===== config.mk =====
export PLATFORM = sky130hd
export DESIGN_NAME = serial_add_ctrl
export DESIGN_NICKNAME = d
export VERILOG_FILES = /design/src/rtl/serial_add_pkg.sv /design/src/rtl/serial_add_check.sv /design/src/rtl/serial_add_ctrl.sv
export SDC_FILE = /design/constraint.sdc
export NUM_CORES = 1
export LEC_CHECK = 0
export ABC_AREA = 1
export CORE_UTILIZATION = 44
export CTS_BUF_LIST = sky130_fd_sc_hd__clkbuf_2
export DETAILED_ROUTE_END_ITERATION = 8
export PLACE_DENSITY = 0.8
export SLEW_MARGIN = 20
export SYNTH_ARGS = -nofsm -noshare
export SYNTH_HDL_FRONTEND = slang
export SYNTH_SLANG_ARGS = --single-unit

===== constraint.sdc =====
create_clock -name clk -period 1.2 [get_ports clk]
set_input_delay 0.18 -clock clk [delete_from_list [all_inputs] [get_ports clk]]
set_output_delay 0.18 -clock clk [all_outputs]
set_load 0.1 [all_outputs]

===== src/rtl/serial_add_pkg.sv =====
// Shared types and constants for the serial adder sequencer.
package serial_add_pkg;

    localparam int WIDTH_DEF = 4;

    typedef enum logic [2:0] {
        IDLE    = 3'd0,
        LOAD    = 3'd1,
        SHIFT   = 3'd2,
        CAPTURE = 3'd3,
        DONE    = 3'd4
    } state_t;

    // Shift counter must be able to hold WIDTH itself after the final increment.
    function automatic int cnt_w_of(input int w);
        return $clog2(w) + 1;
    endfunction

endpackage


===== src/rtl/serial_add_check.sv =====
// Parallel reference adder with a sticky mismatch flag.
// Instantiated by serial_add_ctrl only when SERIAL_ADD_CTRL_SELFCHECK_EN is defined.
module serial_add_check
    import serial_add_pkg::*;
#(
    parameter int WIDTH = WIDTH_DEF
)(
    input  logic             clk,
    input  logic             reset,
    input  logic             check_en,
    input  logic [WIDTH-1:0] a_q,
    input  logic [WIDTH-1:0] b_q,
    input  logic [WIDTH-1:0] add_sum,
    input  logic             carry_q,
    output logic             err
);

    logic [WIDTH:0] ref_sum;

    assign ref_sum = {1'b0, a_q} + {1'b0, b_q};

    // check_en marks the edge that captures the sum, so the compare sees
    // exactly the value that lands in sum_q when DONE is entered.
    always_ff @(posedge clk or posedge reset) begin
        if (reset) begin
            err <= 1'b0;
        end else if (check_en && (ref_sum != {carry_q, add_sum})) begin
            err <= 1'b1;
        end
    end

endmodule


===== src/rtl/serial_add_ctrl.sv =====
// Sequencer for the WIDTH-bit serial adder: accept operands, load the adder,
// count the shift cycles, capture sum and carry, hold the result until taken.
// Optional build macro: SERIAL_ADD_CTRL_SELFCHECK_EN (parallel reference check on err).
//
// state   | meaning
// IDLE    | ready for an operand pair
// LOAD    | add_load high; next edge loads the adder
// SHIFT   | adder shifting; final carry captured on the last shift edge
// CAPTURE | adder sum register complete; next edge captures it and flushes carry
// DONE    | result presented until out_ready
module serial_add_ctrl
    import serial_add_pkg::*;
#(
    parameter int WIDTH = WIDTH_DEF
)(
    input  logic             clk,
    input  logic             reset,
    input  logic             in_valid,
    output logic             in_ready,
    input  logic [WIDTH-1:0] a_in,
    input  logic [WIDTH-1:0] b_in,
    output logic             out_valid,
    input  logic             out_ready,
    output logic [WIDTH-1:0] sum_out,
    output logic             carry_out,
    output logic             add_load,
    output logic [WIDTH-1:0] add_in1,
    output logic [WIDTH-1:0] add_in2,
    input  logic [WIDTH-1:0] add_sum,
    input  logic             add_carry,
    output logic             err
);

    localparam int               CNT_W    = cnt_w_of(WIDTH);
    localparam logic [CNT_W-1:0] CNT_LAST = CNT_W'(WIDTH - 1);
    localparam logic [CNT_W-1:0] CNT_ONE  = CNT_W'(1);

    state_t           state;
    state_t           state_nxt;
    logic [CNT_W-1:0] count;
    logic [WIDTH-1:0] a_q;
    logic [WIDTH-1:0] b_q;
    logic [WIDTH-1:0] sum_q;
    logic             carry_q;

    // State register.
    always_ff @(posedge clk or posedge reset) begin
        if (reset) begin
            state <= IDLE;
        end else begin
            state <= state_nxt;
        end
    end

    // Next-state decode; CAPTURE is always one cycle so the adder carry flop
    // shifts in zeros once more before any later load.
    always_comb begin
        state_nxt = state;
        case (state)
            IDLE:    if (in_valid) state_nxt = LOAD;
            LOAD:    state_nxt = SHIFT;
            SHIFT:   if (count == CNT_LAST) state_nxt = CAPTURE;
            CAPTURE: state_nxt = DONE;
            DONE:    if (out_ready) state_nxt = IDLE;
            default: state_nxt = IDLE;
        endcase
    end

    // Operand latch, shift counter and result capture.
    always_ff @(posedge clk or posedge reset) begin
        if (reset) begin
            count   <= '0;
            a_q     <= '0;
            b_q     <= '0;
            sum_q   <= '0;
            carry_q <= 1'b0;
        end else begin
            case (state)
                IDLE: begin
                    count <= '0;
                    if (in_valid) begin
                        a_q <= a_in;
                        b_q <= b_in;
                    end
                end
                LOAD: count <= '0;
                SHIFT: begin
                    count <= count + CNT_ONE;
                    if (count == CNT_LAST) begin
                        carry_q <= add_carry;
                    end
                end
                CAPTURE: sum_q <= add_sum;
                default: ;
            endcase
        end
    end

    // Moore outputs, decoded from registered state only.
    always_comb begin
        in_ready  = (state == IDLE);
        out_valid = (state == DONE);
        add_load  = (state == LOAD);
    end

    assign add_in1   = a_q;
    assign add_in2   = b_q;
    assign sum_out   = sum_q;
    assign carry_out = carry_q;

`ifdef SERIAL_ADD_CTRL_SELFCHECK_EN
    serial_add_check #(
        .WIDTH (WIDTH)
    ) u_check (
        .clk      (clk),
        .reset    (reset),
        .check_en (state == CAPTURE),
        .a_q      (a_q),
        .b_q      (b_q),
        .add_sum  (add_sum),
        .carry_q  (carry_q),
        .err      (err)
    );
`else
    assign err = 1'b0;
`endif

endmodule

Word level (Yosys, flattened, before mapping)
Index checks and enable logic that the tools add are counted.
{"block": "word_totals", "output_inout_bits": 17, "inputBits": 17, "ff_bits": 19, "wordCells": 26}
{"block": "op_classes", "n_eq_ne": 8, "n_reduce_logical": 6, "addsub": 1, "muxes": 5}
{"operator": "one-hot mux 3 bit (5 select lines)", "count": 1}
{"operator": "equality test 3 x 2 -> 1 bit (second input constant)", "count": 3}
{"operator": "two-way mux 3 bit", "count": 3}
{"operator": "one-hot mux 3 bit (2 select lines)", "count": 1}
{"operator": "!= test 2 bit (second input constant)", "count": 2}
{"operator": "AND reduction 2 bit", "count": 2}
{"operator": "adder 3 x 1 -> 3 bit (second input constant)", "count": 1}
{"operator": "equality test 3 x 1 -> 1 bit (second input constant)", "count": 1}
{"operator": "equality test 3 bit (second input constant)", "count": 1}
{"operator": "logical NOT 3 bit", "count": 1}
{"operator": "AND reduction 3 bit", "count": 1}
{"operator": "!= test 2 x 1 -> 1 bit (second input constant)", "count": 1}
{"operator": "nonzero test 2 bit", "count": 1}
{"operator": "OR reduction 2 bit", "count": 1}

Depth between registers and ports, before layout
{"block": "logic_depth", "depth_word": 3, "mapped_depth": 6}

Worst setup path before layout
OpenSTA, ideal clock, no wires.
{"block": "synth_path", "kind": "register to output", "startpoint": "register state[1]", "endpoint": "output port add_load", "setup_slack_ps": -1577, "arrival_time_ps": 2597, "required_ps": 1020, "path_stages_with_launch": 3, "n_path_buf": 1, "path_cell_list": "dfrtp_1 > buf_2 > nor3_1"}
{"block": "synth_between", "elab_chain_cells": 1}
{"item": "from (decl)", "line": "serial_add_ctrl.sv:38", "source": "state_t state;"}
{"item": "from (signal assigned)", "line": "serial_add_ctrl.sv:51", "source": "state <= state_nxt;"}
{"item": "equality test 3 x 1 -> 1 bit", "line": "serial_add_ctrl.sv:103", "source": "add_load = (state == LOAD);"}
{"item": "to (decl)", "line": "serial_add_ctrl.sv:26", "source": "output logic add_load,"}
Every way passes these cells.

Worst setup path in the final report
{"block": "layout_path", "startpoint": "register state[0]", "endpoint": "output port add_load"}
Same word-level chain as after synthesis.

==> results.json <==
{
  "ios": 34,
  "antenna_cells": 0,
  "yosysUniqueCellTypes": 19,
  "met3_usage_pct": 5.10,
  "fmax_ghz": 0.638,
  "period_share_pct": 131,
  "hold_viol_final": 0,
  "busiest_layer": "met2",
  "grt_antenna_before_repair": 0,
  "use_met1_pct": 27.7,
  "start_util_pct": 48.7,
  "cts_tree": "done",
  "die_x_um": 46.7,
  "portBuffers": 32,
  "path_class": "reg2out",
  "grt_pass1_wl_um": 3750,
  "finalClockSkew_ns": 0.00698,
  "grt_max_degree": 20,
  "drtIter0Drc": 7,
  "synth-seq-cells": 19,
  "finalCoreUtilization_pct": 93.3,
  "synth_nets": 114,
  "violations": "negative setup slack",
  "fin_hold_ws_ns": 0.167,
  "core_mm2": 0.00180,
  "wirelength_um": 3240,
  "dieArea_mm2": 0.00218,
  "viasPerCell": 5.23,
  "drv_cap": 0,
  "grt_pass1_vias": 859,
  "yosysTopAreaCellShare_pct": 54.1,
  "layout.cells.most_common_list": "buf_12 (17), inv_1 (16), clkdlybuf4s50_1 (16)",
  "r2r_slack_ns": -0.09,
  "use_met2_pct": 46.9,
  "postCtsHoldBufs": 0,
  "end_kind": "primary output",
  "num_rows": 15,
  "reg2reg_to": "sum_out[2]",
  "postRouteAntennaNets": 0,
  "clk_pin_slew_ns": 0.18,
  "place_congestion": 0.819,
  "hold_path.class": "in2async",
  "final.min_clock_period_ns": 1.57,
  "r2r_cells": 5,
  "syn_to_final_growth_pct": 91.3,
  "tns_ns": -1.58,
  "wl_per_cell_um": 18.8,
  "max-clock-path-buffers": 2,
  "drt_pass1_iterations": 6,
  "setup_viol": 15,
  "netlist_area_um2": 878,
  "slew_violations": 0,
  "cp-start-kind": "register",
  "setup_ws_ns": -0.367,
  "grt_usage_pct": 25.4,
  "crit_required_ns": 1.02,
  "dp_slack_ns": -0.0964,
  "clkLatencyLatePin_ns": 0.32,
  "drc": 0,
  "place_hpwl_um": 1650,
  "synthCells": 95,
  "cts_buffers": 3,
  "vias": 900,
  "reg2reg_from": "state[2]",
  "syn_avg_cell_area_um2": 9.25,
  "synth_top_cells_by_area": "dfrtp_1 (54%), inv_1 (9.0%), o21ai_2 (8.0%)",
  "nets": 167,
  "critPathMaxFanout": 4,
  "outcome": "complete, but fails checks",
  "yosysTopAreaCell": "dfrtp_1",
  "dieHeight_um": 46.7,
  "rsz0062_at_grt": "yes",
  "root_buffer": "clkbuf_2",
  "drive_above_1_share_pct": 51.0,
  "clkSinkCount": 19,
  "gr-total-overflow": 0,
  "yosysWarnings": 0,
  "htree_levels": 1,
  "cp_data_arrival_time_ns": 1.39,
  "layout_commonest_cell": "buf_12",
  "ys_seq_area_share_pct": 54.1
}
## per-stage QoR
stage | area [um2] | cells
final | 1680 | 172
after global routing | 1680 | 172
after CTS | 1540 | 166
after detailed placement | 1460 | 157
after global placement | 1460 | 157
after floorplan | 915 | 95
## state kept, by name, indices dropped and copies added (netlist names)
signal	count
state	3
add_in1	4
carry_out	1
count	3
add_in2	4
sum_out	4
## repair_timing
item                                    in CTS  in global routing
cloned                                       0                  1
endpoints found under the setup margin       5                 18
setup buffers                                5                  6
pin swaps                                    5                  7
gates resized for setup                     10                 22
## cells in the mapped netlist, drive strengths merged
library cell and number:
nand3 6, ha 2, dfrtp 19, nand2 18, nand3b 1, a21oi 1
nand4 1, nor2 5, o22ai 1, inv 21, nor3 2, conb 1
o21ai 14, buf 3
## worst max-delay path, cell delays in order, from the launching register on
cell     delay (ns)
dfrtp_2        0.46
buf_4          0.13
inv_2          0.05
nor3_4         0.22
buf_12         0.21
## final cells by class
cell class / count / area, um2
multi-input cells: 53 / 415
well taps: 25 / 31.3
fillers: 58 / 121
flip-flops and latches: 19 / 480
clock inverters: 1 / 5.00
clock buffers: 3 / 15.0
inverters: 21 / 82.6
repair buffers: 50 / 651
## worst max-delay path by stage
stage          startpoint          to  slack (ns)
2_1_floorplan    state[0]    add_load       -0.27
3_3_place_gp     in_valid  add_in2[2]      0.0006
3_5_place_dp     in_valid  add_in2[2]        -0.1
4_1_cts          state[2]    add_load       -0.31
5_1_grt          state[0]    add_load       -0.39
6_report         state[0]    add_load       -0.37
## kinds of logic after synthesis
| logic type | synth area share, % |
|---|---|
| other cells | 0.427 |
| simple gates | 18.2 |
| compound gates | 12.7 |
| flops | 54.1 |
| buf+inv | 11.7 |
| fa+ha+maj | 2.85 |
## per-layer routing
layer  vias up  wire length (um)
li1        399                 -
met1       438              1190
met2        51              1750
met3        12               174
met4         0               121
met5         -                 0
Power is left out: the tool's default activity adds up to more than one toggle a clock period on the data nets, which glitch-free logic cannot reach.
